**src/rtl/led_pkg.sv**
```systemverilog
// led_pkg: shared FSM states, color width and latch-time default for the LED strip controller
package led_pkg;
    localparam int COLOR_W = 24;
    localparam int RESET_CYCLES_DEF = 8000;
    typedef enum logic [2:0] {IDLE, LOAD, SEND, GAP, WAIT, LATCH} state_t;
endpackage

```
**src/rtl/led_strip_ctrl_if.sv**
```systemverilog
// led_strip_ctrl_if: host write/frame port plus line_driver handshake of the strip controller
interface led_strip_ctrl_if;
    logic wr_en;
    logic [7:0] wr_addr;
    logic [led_pkg::COLOR_W-1:0] wr_data;
    logic frame_start;
    logic busy;
    logic frame_done;
    logic drv_code;
    logic drv_start;
    logic drv_done;
    modport master (
        output wr_en, wr_addr, wr_data, frame_start, drv_done,
        input busy, frame_done, drv_code, drv_start
    );
    modport slave (
        input wr_en, wr_addr, wr_data, frame_start, drv_done,
        output busy, frame_done, drv_code, drv_start
    );
endinterface

```
**src/rtl/led_color_ram.sv**
```systemverilog
// led_color_ram: NUM_LEDS x 24-bit color store, one write port and one combinational read port
module led_color_ram import led_pkg::*; #(
    parameter int NUM_LEDS = 4
) (
    input  logic clk,
    input  logic rst,
    input  logic we,
    input  logic [7:0] waddr,
    input  logic [COLOR_W-1:0] wdata,
    input  logic [7:0] raddr,
    output logic [COLOR_W-1:0] rdata
);
    localparam int AW = NUM_LEDS > 1 ? $clog2(NUM_LEDS) : 1;
    localparam logic [8:0] DEPTH = 9'(NUM_LEDS);
    logic [COLOR_W-1:0] mem [NUM_LEDS];
    always_ff @(posedge clk) begin
        if (rst) begin
            for (int i = 0; i < NUM_LEDS; i++) mem[i] <= '0;
        end else if (we && {1'b0, waddr} < DEPTH) begin
            mem[waddr[AW-1:0]] <= wdata;
        end
    end
    assign rdata = {1'b0, raddr} < DEPTH ? mem[raddr[AW-1:0]] : '0;
endmodule

```
**src/rtl/led_strip_ctrl.sv**
```systemverilog
// led_strip_ctrl: streams the color store MSB-first, one bit per line_driver handshake, then holds the latch gap
module led_strip_ctrl import led_pkg::*; #(
    parameter int NUM_LEDS = 4,
    parameter int RESET_CYCLES = RESET_CYCLES_DEF
) (
    input logic clk,
    input logic rst,
    led_strip_ctrl_if.slave bus
);
    localparam int LW = RESET_CYCLES > 1 ? $clog2(RESET_CYCLES) : 1;
    localparam logic [LW-1:0] LATCH_LAST = LW'(RESET_CYCLES - 1);
    localparam logic [7:0] LED_LAST = 8'(NUM_LEDS - 1);
    localparam logic [4:0] BIT_LAST = 5'(COLOR_W - 1);
    state_t state;
    logic [7:0] led;
    logic [4:0] bits;
    logic [LW-1:0] lcnt;
    logic [COLOR_W-1:0] shift;
    logic [COLOR_W-1:0] rd_data;
    logic busy_q, done_q, code_q, start_q;
    led_color_ram #(.NUM_LEDS(NUM_LEDS)) u_ram (
        .clk(clk),
        .rst(rst),
        .we(bus.wr_en),
        .waddr(bus.wr_addr),
        .wdata(bus.wr_data),
        .raddr(led),
        .rdata(rd_data)
    );
    always_ff @(posedge clk) begin
        if (rst) begin
            state <= IDLE;
            led <= '0;
            bits <= '0;
            lcnt <= '0;
            shift <= '0;
            busy_q <= 1'b0;
            done_q <= 1'b0;
            code_q <= 1'b0;
            start_q <= 1'b0;
        end else begin
            start_q <= 1'b0;
            done_q <= 1'b0;
            case (state)
                IDLE: if (bus.frame_start) begin
                    state <= LOAD;
                    busy_q <= 1'b1;
                    led <= '0;
                end
                LOAD: begin
                    shift <= rd_data;
                    code_q <= rd_data[COLOR_W-1];
                    bits <= '0;
                    start_q <= 1'b1;
                    state <= SEND;
                end
                SEND: state <= GAP;
                GAP: state <= WAIT;
                WAIT: if (bus.drv_done) begin
                    shift <= shift << 1;
                    bits <= bits + 5'd1;
                    if (bits != BIT_LAST) begin
                        code_q <= shift[COLOR_W-2];
                        start_q <= 1'b1;
                        state <= SEND;
                    end else if (led != LED_LAST) begin
                        led <= led + 8'd1;
                        state <= LOAD;
                    end else begin
                        lcnt <= '0;
                        state <= LATCH;
                    end
                end
                LATCH: if (lcnt == LATCH_LAST) begin
                    state <= IDLE;
                    busy_q <= 1'b0;
                    done_q <= 1'b1;
                end else begin
                    lcnt <= lcnt + 1'b1;
                end
                default: state <= IDLE;
            endcase
        end
    end
    // a start pulse already on the line is withdrawn as soon as reset is asserted
    assign bus.drv_start = start_q && !rst;
    assign bus.drv_code = code_q;
    assign bus.busy = busy_q;
    assign bus.frame_done = done_q;
endmodule
```
**src/flat_wrapper.sv**
```systemverilog
// flat-port wrapper written by rule: the top's interface ports become plain ports
module led_strip_ctrl_flat import led_pkg::*;
#(
    parameter int NUM_LEDS = 4,
    parameter int RESET_CYCLES = RESET_CYCLES_DEF
)
  (clk, rst, bus_wr_en, bus_wr_addr, bus_wr_data, bus_frame_start, bus_drv_done, bus_busy, bus_frame_done, bus_drv_code, bus_drv_start);
  led_strip_ctrl_if bus_i ();
  input logic clk;
  input logic rst;
  input wire logic [$bits(bus_i.wr_en)-1:0] bus_wr_en;
  input wire logic [$bits(bus_i.wr_addr)-1:0] bus_wr_addr;
  input wire logic [$bits(bus_i.wr_data)-1:0] bus_wr_data;
  input wire logic [$bits(bus_i.frame_start)-1:0] bus_frame_start;
  input wire logic [$bits(bus_i.drv_done)-1:0] bus_drv_done;
  output wire logic [$bits(bus_i.busy)-1:0] bus_busy;
  output wire logic [$bits(bus_i.frame_done)-1:0] bus_frame_done;
  output wire logic [$bits(bus_i.drv_code)-1:0] bus_drv_code;
  output wire logic [$bits(bus_i.drv_start)-1:0] bus_drv_start;
  assign bus_i.wr_en = bus_wr_en;
  assign bus_i.wr_addr = bus_wr_addr;
  assign bus_i.wr_data = bus_wr_data;
  assign bus_i.frame_start = bus_frame_start;
  assign bus_i.drv_done = bus_drv_done;
  assign bus_busy = bus_i.busy;
  assign bus_frame_done = bus_i.frame_done;
  assign bus_drv_code = bus_i.drv_code;
  assign bus_drv_start = bus_i.drv_start;
  led_strip_ctrl #(.NUM_LEDS(NUM_LEDS), .RESET_CYCLES(RESET_CYCLES)) u_core (.clk(clk), .rst(rst), .bus(bus_i));
endmodule
```
**config.mk**
```make
export PLATFORM = sky130hd
export DESIGN_NAME = led_strip_ctrl_flat
export DESIGN_NICKNAME = d
export VERILOG_FILES = /design/src/rtl/led_pkg.sv /design/src/rtl/led_strip_ctrl_if.sv /design/src/rtl/led_color_ram.sv /design/src/rtl/led_strip_ctrl.sv /design/src/flat_wrapper.sv
export SDC_FILE = /design/constraint.sdc
export NUM_CORES = 1
export LEC_CHECK = 0
export ABC_AREA = 1
export ABC_CLOCK_PERIOD_IN_PS = 8700
export BUFFER_PORTS_ARGS = -buffer_cell sky130_fd_sc_hd__clkbuf_2
export CAP_MARGIN = 10
export CORE_MARGIN = 5
export CORE_UTILIZATION = 42
export DETAILED_ROUTE_END_ITERATION = 12
export PLACE_DENSITY = 0.61
export SLEW_MARGIN = 20
export SYNTH_ARGS = -nofsm -noshare
export SYNTH_HDL_FRONTEND = slang
export SYNTH_SLANG_ARGS = --single-unit
export TNS_END_PERCENT = 100
```
**constraint.sdc**
```tcl
create_clock -name clk -period 8.7 [get_ports clk]
set_input_delay 0.435 -clock clk [delete_from_list [all_inputs] [get_ports clk]]
set_output_delay 0.435 -clock clk [all_outputs]
set_load 0.01 [all_outputs]
```
# [Yosys cells after proc, flatten, opt, wreduce, memory -nomap -nowiden]
# Memory sizes are Yosys's and may differ from the RTL's. A register that Yosys moved wholly into a read port is not among the register bits.
# Cells that the tools add are included.
[totals] regBits=56 latch_bits=0 ram_bits=96 mem_bits_ro=0 output_inout_bits=4 elab_cells=89 mem_count=1
[memory_table] memory="u_core.u_ram.mem" depth=4 word_bits=24 rd=1 rd_ports_with_merged_regs=1 write_ports=4 line_no="led_color_ram.sv:15" source="logic [COLOR_W-1:0] mem [NUM_LEDS];"
[classes] n_addsub=3 mul=0 div_mod_pow=0 n_lt_le_gt_ge=2 eq_ne=16 n_shift=0 muxes=41 bitwise=1 reduce_logical=16
[ops] op="two-way mux 13 bit" count=4
[ops] op="two-way mux 24 bit" count=2
[ops] op="one-hot mux 23 bit (2 select lines)" count=1
[ops] op="two-way mux 8 bit" count=4
[ops] op="one-hot mux 13 bit (2 select lines)" count=1
[ops] op="OR reduction 24 bit" count=1
[ops] op="two-way mux 23 bit" count=1
[ops] op="one-hot mux 3 bit (6 select lines)" count=1
[ops] op="less-than comparator 8 x 3 -> 1 bit, second input constant" count=2
[ops] op="one-hot mux 8 bit (2 select lines)" count=1
[ops] op="two-way mux 3 bit" count=5
[ops] op="adder 13 x 1 -> 13 bit, second input constant" count=1
[ops] op="== test 13 bit, second input constant" count=1
[ops] op="two-way mux 1 bit" count=13
[ops] op="inequality test 2 bit, second input constant" count=5
[ops] op="one-hot mux 5 bit (2 select lines)" count=1
[ops] op="AND reduction 5 bit" count=2
[ops] op="AND reduction 3 bit" count=3
[ops] op="adder 8 x 1 -> 8 bit, second input constant" count=1
[ops] op="inequality test 8 x 2 -> 1 bit, second input constant" count=1
[ops] op="nonzero test 2 bit" count=4
[ops] op="== test 3 x 2 -> 1 bit, second input constant" count=2
[ops] op="== test 3 bit, second input constant" count=2
[ops] op="two-way mux 2 bit" count=3
[ops] op="12 further kinds" count=17

# [Longest topological paths before layout]
# Gate-level depths: netlist (run 1).
[logic_depth] ltp_word=7 depth_mapped=11 ltp_nobuf=11

# [Cells and area by module]
# Synthesis (run 1) repeated with hierarchy kept, for this count alone.
[hier_totals] hier_cells=860 hier_area_um2=7298.2
[by_module_without_submodules] mod="led_color_ram" n_inst=1 cells_per_inst=436 area_per_inst_um2=4451.8 seq_area_each_um2=2882.8
[by_module_without_submodules] mod="led_strip_ctrl" n_inst=1 cells_per_inst=424 area_per_inst_um2=2846.5 seq_area_each_um2=1121.1

# [Worst setup path before layout (run 1)]
# OpenSTA, ideal clock, no wires.
[synth_path] kind="input to register" start="input port bus_wr_addr[4]" end="memory u_core.u_ram.mem[1][0] (enable)" setup_time_ns=0.438 arrival_ns=3.047 required_time_ns=8.262 setup_slack_ns=5.214 stages=5 n_path_buf=1 path_cell_list="or2_1 nor4_4 nand2_1 buf_2 o21ai_0"
[synth_lines] element="start: declaration" line_no="flat_wrapper.sv:12" source="input wire logic [$bits(bus_i.wr_addr)-1:0] bus_wr_addr;"
[synth_lines] element="end: declaration" line_no="led_color_ram.sv:15"

# [Worst setup path after layout (run 1)]
[layout_path] start="register u_core.state[0]" end="register u_core.lcnt[12]"
[layout_via] elab_chain_cells=3 elab_cells_between_ends=9 classes_between="6 x eq/ne; 1 x mux; 2 x reduce/logical"
[layout_rtl] element="start: declaration" line_no="led_strip_ctrl.sv:14" source="state_t state;"
[layout_rtl] element="start signal: assignment" line_no="led_strip_ctrl.sv:32" source="state <= IDLE;"
[layout_rtl] element="start signal: assignment" line_no="led_strip_ctrl.sv:46" source="state <= LOAD;"
[layout_rtl] element="start signal: assignment" line_no="led_strip_ctrl.sv:55" source="state <= SEND;"
[layout_rtl] element="== test 3 bit" line_no="led_strip_ctrl.sv:44" source="case (state)"
[layout_rtl] element="inequality test 2 bit (no line) or nonzero test 2 bit (tied branches)"
[layout_rtl] element="AND reduction 5 bit (no line)"
[layout_rtl] element="end signal: assignment" line_no="led_strip_ctrl.sv:79" source="lcnt <= lcnt + 1'b1;"
[layout_rtl] element="end: declaration" line_no="led_strip_ctrl.sv:17" source="logic [LW-1:0] lcnt;"
# Several ways; a longest one is shown, not always the timed one.
# A chain may end at the register's enable or synchronous reset.

==> results.py, run 1 <==
metrics = {
    "worst_setup_path": {
        "path_class": "flop to flop",
        "reg2reg_from": "u_core.state[0]",
        "crit_path_frequent_cell": "nand2_1",
        "cp_num_buf_inv": 3,
        "end_kind": "flop",
        "critical-path-max-stage-delay_ns": 0.67,
        "cp_max_fo": 32,
        "path_delay_family": "simple AND/OR/NAND/NOR gates",
        "cpMaxStageDelayCell": "nor2_1",
        "crit_arrival_ns": 3.03,
        "worstPathRequired_ns": 9.07,
        "cp-start-kind": "flop",
        "crit_chain": "inv_2 > nand2_1 > nor2_2 > buf_4 > inv_1 > nor2_1 > nor2_1 > nand2_1 > nor2_1 > nand2_1 > nand2_1",
        "startpoint": "u_core.state[0]",
    },
    "sta": {
        "max_freq_ghz": 0.3752,
        "layout_worst_path_cycle_share_pct": 30.64,
        "slew_headroom_pct": 42.59,
        "holdWs_ns": 0.3500,
        "tightest_slew_ns": 0.8580,
        "drv_slew": 0,
        "final.setup.tns_ns": 0,
        "rsz0062_at_grt": "no",
        "fin_crit_ns": 2.665,
        "setup_ws_ns": 6.035,
        "clock_skew_ns": 0.01123,
        "setup_violations": 0,
        "finalHoldViolations": 0,
    },
    "placed_design": {
        "place_ws_ns": 5.405,
        "dpl_cell_area_um2": 7313,
        "post-dp-hpwl_mm": 9.643,
        "finalWeightedCongestion": 0.7970,
        "port_buffers": 40,
        "numPlacedInstances": 1026,
    },
    "route": {
        "drcViolationCount": 0,
        "num_vias": 5402,
        "via_per_inst": 5.106,
        "wirelength_mm": 15.53,
        "final_antenna_net_count": 0,
        "routedWlPerCell_um": 14.67,
        "first_iter_violations": 412,
        "firstDrtPassIters": 6,
    },
    "cts": {
        "clk_pin_slew_ns": 0.07,
        "htree_num_levels": 4,
        "cts_resized": 0,
        "cts_buffers": 17,
        "cts_root_buffer": "clkbuf_16",
        "clkSinkCount": 154,
        "insertion_delay_ns": 0.43,
        "cts_tree": "done",
        "postCtsHoldBufs": 0,
        "postCtsSetupBuffers": 0,
        "cts_buffer_depth": 2,
    },
    "die": {
        "ios": 41,
        "start_util_pct": 42.33,
        "fp.dieArea_um2": 19210,
        "die_x_um": 138.6,
        "coreArea_um2": 16410,
        "die_h_um": 138.6,
        "rows": 47,
    },
    "synth": {
        "synth_edf_count": 96,
        "synth-simple-area-share_pct": 22.34,
        "synth-adder-area-share_pct": 0.5404,
        "synth_top_family_by_area": "simple AND/OR/NAND/NOR gates",
        "synth-xor-area-share_pct": 0.6305,
        "yosysWarningCount": 0,
        "async_flop_share_pct": 0,
        "synth_fp_nets": 840,
        "avgSynthCellArea_um2": 8.682,
        "synthTopCellsByArea": "edfxtp_1, dfxtp_1, nor2_1",
        "synth_seq_cells": 154,
        "syn-instance-count": 800,
        "synth_top_area_share_pct": 41.51,
        "ys_seq_area_share_pct": 58.22,
        "synth_compound_area_share_pct": 12.16,
        "synth_cell_type_count": 31,
        "synth_top_area_cell": "edfxtp_1",
        "syn_area_um2": 6945,
        "synth_flop_cell": "edfxtp_1",
        "muxShareOfSynthArea_pct": 0,
    },
    "power": {
        "p_leak_nw": 3.019,
        "power_mw": 1.957,
        "powerDensity_nw_per_um2": 248.0,
        "vdd_drop_max_v": 0.0001544,
    },
    "cells_and_area": {
        "antenna-diode-count": 0,
        "layout_common_cells": "nor2_1, nand2_1, edfxtp_1, o21ai_0, inv_1",
        "drive_gt1_share_pct": 10.98,
        "fin_nets": 865,
        "nFillCells": 1563,
        "layout_commonest_cell": "nor2_1",
        "fin_util_pct": 48.10,
        "final_area_um2": 7893,
        "syn_to_final_growth_pct": 13.64,
        "final_cells": 1058,
    },
    "job": {
        "cap_violations": 0,
    },
    "global_routing": {
        "grt_pass1_wl_mm": 25.72,
        "grt-ovfl-total": 0,
        "grt_max_degree": 50,
        "track_usage_pct": 16.58,
        "grt_pass1_vias": 5111,
        "antenna_found_initial": 0,
    },
    "min_path": {
        "min_from": "bus_wr_data[2]",
        "min_path_type": "input pin to flop",
    },
    "status": {
        "status": "finished clean",
    },
}
-- final timing paths --
kind / cells after the start / slack, ns / end
max reg2reg: 11 / 6.03 / u_core.lcnt[12]
min: 3 / 0.35 / u_core.u_ram.mem[3][2]
max: 11 / 6.03 / u_core.lcnt[12]
min reg2reg: 2 / 0.47 / u_core.led[4]
-- Yosys cell counts (all sizes together), types with 23 or more instances --
cell type  number
a21oi          23
a31oi          23
clkbuf         29
dfxtp          58
edfxtp         96
inv            62
nand2         138
nand3          32
nor2          165
nor3           31
o21ai          81
o22ai          24
-- power breakdown --
group	internal (mW)	switching [mW]	leakage (nW)	total (mW)
logic	0.0998	0.237	1.36	0.336
clock network	0.423	0.302	0.272	0.725
registers	0.857	0.0381	1.38	0.895
total	1.38	0.577	3.02	1.96
-- worst register-to-register path, cell delays in order, from the launching register on --
cell	delay [ns]
dfxtp_1	0.39
inv_2	0.05
nand2_1	0.12
nor2_2	0.04
buf_4	0.23
inv_1	0.21
nor2_1	0.08
nor2_1	0.67
nand2_1	0.44
nor2_1	0.25
nand2_1	0.07
nand2_1	0.05
-- layer usage --
layer	global-route usage [%]	vias to the layer above	share of wire [%]	routed length, um
li1	-	2748	-	-
met4	4.940	0	1.4	220
met2	26.49	125	47	7233
met1	22.32	2510	47	7258
met3	4.379	19	5.2	811
met5	0	-	0	0
-- final cells by class --
cell class                 instances  area [um^2]  area share, %
clock buffer                      18        429.2          5.438
clock inverter                    14        145.1          1.839
inverter                          62        232.7          2.949
multi-input combinational        540         2491          31.56
sequential                       154         4044          51.24
tap                              220        275.3          3.488
timing repair buffer              50        275.3          3.488
-- flip-flops by register name, summed over array words and instances, names as in the netlist, named ones only --
register,count
u_core.bits,5
u_core.bus.busy,1
u_core.bus.drv_code,1
u_core.bus.frame_done,1
u_core.lcnt,13
u_core.led,8
u_core.shift,23
u_core.start_q,1
u_core.state,3
u_core.u_ram.mem,96
-- cells by family after synthesis --
| group | after synthesis |
|---|---|
| AO/OA/AOI/OAI | 155 |
| XOR/XNOR | 5 |
| adder cells (fa/ha/maj) | 3 |
| buffers and inverters | 106 |
| flip-flops | 154 |
| AND/OR/NAND/NOR | 377 |
Note: power is estimated with default switching activity, not from simulation.
==> run 2, diff against run 1 <==
--- a/config.mk
+++ b/config.mk
@@ -5,8 +5,8 @@
 export SDC_FILE = /design/constraint.sdc
 export NUM_CORES = 1
 export LEC_CHECK = 0
-export ABC_AREA = 1
-export ABC_CLOCK_PERIOD_IN_PS = 8700
+export ABC_AREA = 0
+export ABC_CLOCK_PERIOD_IN_PS = 2600
 export BUFFER_PORTS_ARGS = -buffer_cell sky130_fd_sc_hd__clkbuf_2
 export CAP_MARGIN = 10
 export CORE_MARGIN = 5
==> constraint.sdc (replaced) <==
create_clock -name clk -period 2.6 [get_ports clk]
set_input_delay 0.13 -clock clk [delete_from_list [all_inputs] [get_ports clk]]
set_output_delay 0.13 -clock clk [all_outputs]
set_load 0.01 [all_outputs]
==> results.py, run 2 <==
metrics = {
    "status": {
        "status": "finished clean",
    },
    "synth": {
        "synth_cell_type_count": 64,
        "syn-instance-count": 551,
        "avgSynthCellArea_um2": 12.66,
        "async_flop_share_pct": 0,
        "yosysMostFrequentCell": "edfxtp_1",
        "synth_edf_count": 96,
        "synth_fp_nets": 591,
        "synth_seq_cells": 154,
        "synth_flop_cell": "edfxtp_1",
        "synth_top_area_share_pct": 41.33,
        "synthTopCellsByArea": "edfxtp_1, dfxtp_1, mux4_2",
        "ys_seq_area_share_pct": 57.98,
        "synth_top_area_cell": "edfxtp_1",
        "ys_top_cells_by_count": "edfxtp_1, and2_1, dfxtp_1",
        "syn_area_um2": 6974,
        "yosysWarningCount": 0,
    },
    "sta": {
        "drv_slew": 0,
        "clock_skew_ns": 0.01197,
        "layout_worst_path_cycle_share_pct": 83.32,
        "rsz0062_at_grt": "no",
        "fin_crit_ns": 2.166,
        "final.setup.tns_ns": 0,
        "finalHoldViolations": 0,
        "max_freq_ghz": 0.4616,
        "setup_ws_ns": 0.4338,
        "slew_headroom_pct": 42.47,
        "setup_violations": 0,
        "tightest_slew_ns": 0.8629,
    },
    "global_routing": {
        "grt-ovfl-total": 0,
        "track_usage_pct": 15.92,
        "antenna_found_initial": 0,
        "grt_pass1_wl_mm": 24.45,
        "grt_pass1_vias": 4663,
        "grt_max_degree": 51,
    },
    "power": {
        "powerDensity_nw_per_um2": 814.8,
        "internal-power_mw": 4.780,
        "p_sw_mw": 1.818,
        "share_comb_of_total_power_pct": 16.5,
        "vdd_drop_max_v": 0.0004825,
        "p_clk_share_pct": 38.1,
        "power_mw": 6.598,
        "p_leak_nw": 2.921,
        "seq_power_share_pct": 45.3,
        "switching_share_pct": 27.56,
    },
    "die": {
        "ios": 41,
        "fp.dieArea_um2": 19280,
        "die_h_um": 138.9,
        "rows": 47,
        "coreArea_um2": 16470,
        "die_x_um": 138.9,
        "start_util_pct": 42.36,
    },
    "cells_and_area": {
        "top_register": "u_core.u_ram.mem",
        "largestRegisters": "u_core.u_ram.mem x96, u_core.shift x23, u_core.lcnt x13",
        "fin_util_pct": 49.18,
        "layout_common_cells": "edfxtp_1, and2_1, dfxtp_1, clkbuf_2, nor2_1",
        "drive_gt1_share_pct": 25.95,
        "antenna-diode-count": 0,
        "largest_reg_flops": 96,
        "layout_commonest_cell": "edfxtp_1",
        "syn_to_final_growth_pct": 16.11,
        "fin_nets": 632,
        "final_area_um2": 8098,
    },
    "placed_design": {
        "dpl_cell_area_um2": 7482,
        "place_ws_ns": 0.3025,
        "finalWeightedCongestion": 0.8278,
        "post-dp-hpwl_mm": 9.825,
        "port_buffers": 40,
    },
    "cts": {
        "postCtsSetupBuffers": 0,
        "clkSinkCount": 154,
        "cts_buffers": 17,
        "postCtsHoldBufs": 0,
        "cts_resized": 0,
        "htree_num_levels": 4,
        "cts_root_buffer": "clkbuf_16",
        "cts_buffer_depth": 2,
        "cts_tree": "done",
        "clk_pin_slew_ns": 0.06,
        "insertion_delay_ns": 0.42,
    },
    "worst_setup_path": {
        "path_class": "flop to flop",
        "rrSetupSlack_ns": 0.43,
        "worstPathRequired_ns": 2.93,
        "cp-start-kind": "flop",
        "end_kind": "flop",
        "crit_arrival_ns": 2.50,
        "r2r-end": "u_core.bus.drv_code",
        "cp_max_fo": 23,
        "reg2reg_from": "u_core.state[0]",
        "r2r_cells": 4,
    },
    "job": {
        "cap_violations": 0,
    },
    "route": {
        "wirelength_mm": 14.91,
        "num_vias": 4573,
        "first_iter_violations": 337,
        "drcViolationCount": 0,
        "routedWlPerCell_um": 18.07,
        "firstDrtPassIters": 5,
        "final_antenna_net_count": 0,
        "via_per_inst": 5.543,
    },
    "min_path": {
        "hold_depth": 2,
        "hold_end": "u_core.u_ram.mem[1][2]",
        "min_path_type": "input pin to flop",
        "min_from": "bus_wr_data[2]",
    },
}
==> run 2: worst max-delay path, cell delays in order (launching register included) <==
cell and delay, ns:
dfxtp_1 0.60, or3b_1 0.29, and3_1 0.76, a221oi_1 0.18, a211oi_1 0.25
==> run 2: worst max path at each step <==
stage,startpoint,to,slack (ns),cells past startpoint
floorplan,bus_wr_addr[5],u_core.u_ram.mem[0][0],0.46,4
global placement,bus_wr_addr[5],u_core.u_ram.mem[0][20],0.37,6
detailed placement,bus_wr_addr[5],u_core.u_ram.mem[0][18],0.30,6
CTS,u_core.state[1],u_core.bus.drv_code,0.46,4
global route,u_core.state[0],u_core.bus.drv_code,0.27,4
finish,u_core.state[0],u_core.bus.drv_code,0.43,4
==> run 2: layer usage <==
layer,vias up,GRT usage (%),part of all wire (%)
li1,2185,-,-
met1,2279,20.65,44
met2,90,26.36,50
met3,19,3.724,4.8
met4,0,5.510,1.4
met5,-,0,0
==> run 2: layout make-up <==
cell class              instances  area [um^2]
repair buffers                 59        392.9
flip-flops and latches        154         4045
fillers                      1487         8368
clock inverters                 8        78.83
well taps                     220        275.3
clock buffers                  24        536.8
inverters                       4        15.01
multi-input cells             356         2754
==> run 2: cell families after synthesis <==
group                      synth area share (%)
AOI/OAI and AO/OA                         8.737
xor gates and xnor gates                 0.5024
adders and majority gates                0.5383
buffers and inverters                     2.799
DFF                                       57.98
muxes                                     7.912
and+or+nand+nor                           21.53
==> run 2: stage by stage <==
| stage | hold slack [ns] | instances |
|---|---|---|
| global placement | 0.4418 | 793 |
| detailed placement | 0.4527 | 793 |
| global route | 0.01322 | 825 |
| floorplan | 0.3282 | 551 |
| CTS | 0.007307 | 825 |
| finish | 0.02210 | 825 |
==> run 2: power groups by stage <==
| stage | Combinational [mW] | Sequential, mW | Clock, mW |
|---|---|---|---|
| 3_5_place_dp | 1.09 | 3.04 | 0 |
| 3_3_place_gp | 1.06 | 3.03 | 0 |
| 5_1_grt | 1.22 | 3.02 | 2.66 |
| 2_1_floorplan | 0.878 | 2.94 | 0 |
| 6_report | 1.09 | 2.99 | 2.52 |
| 4_1_cts | 1.09 | 2.99 | 2.56 |
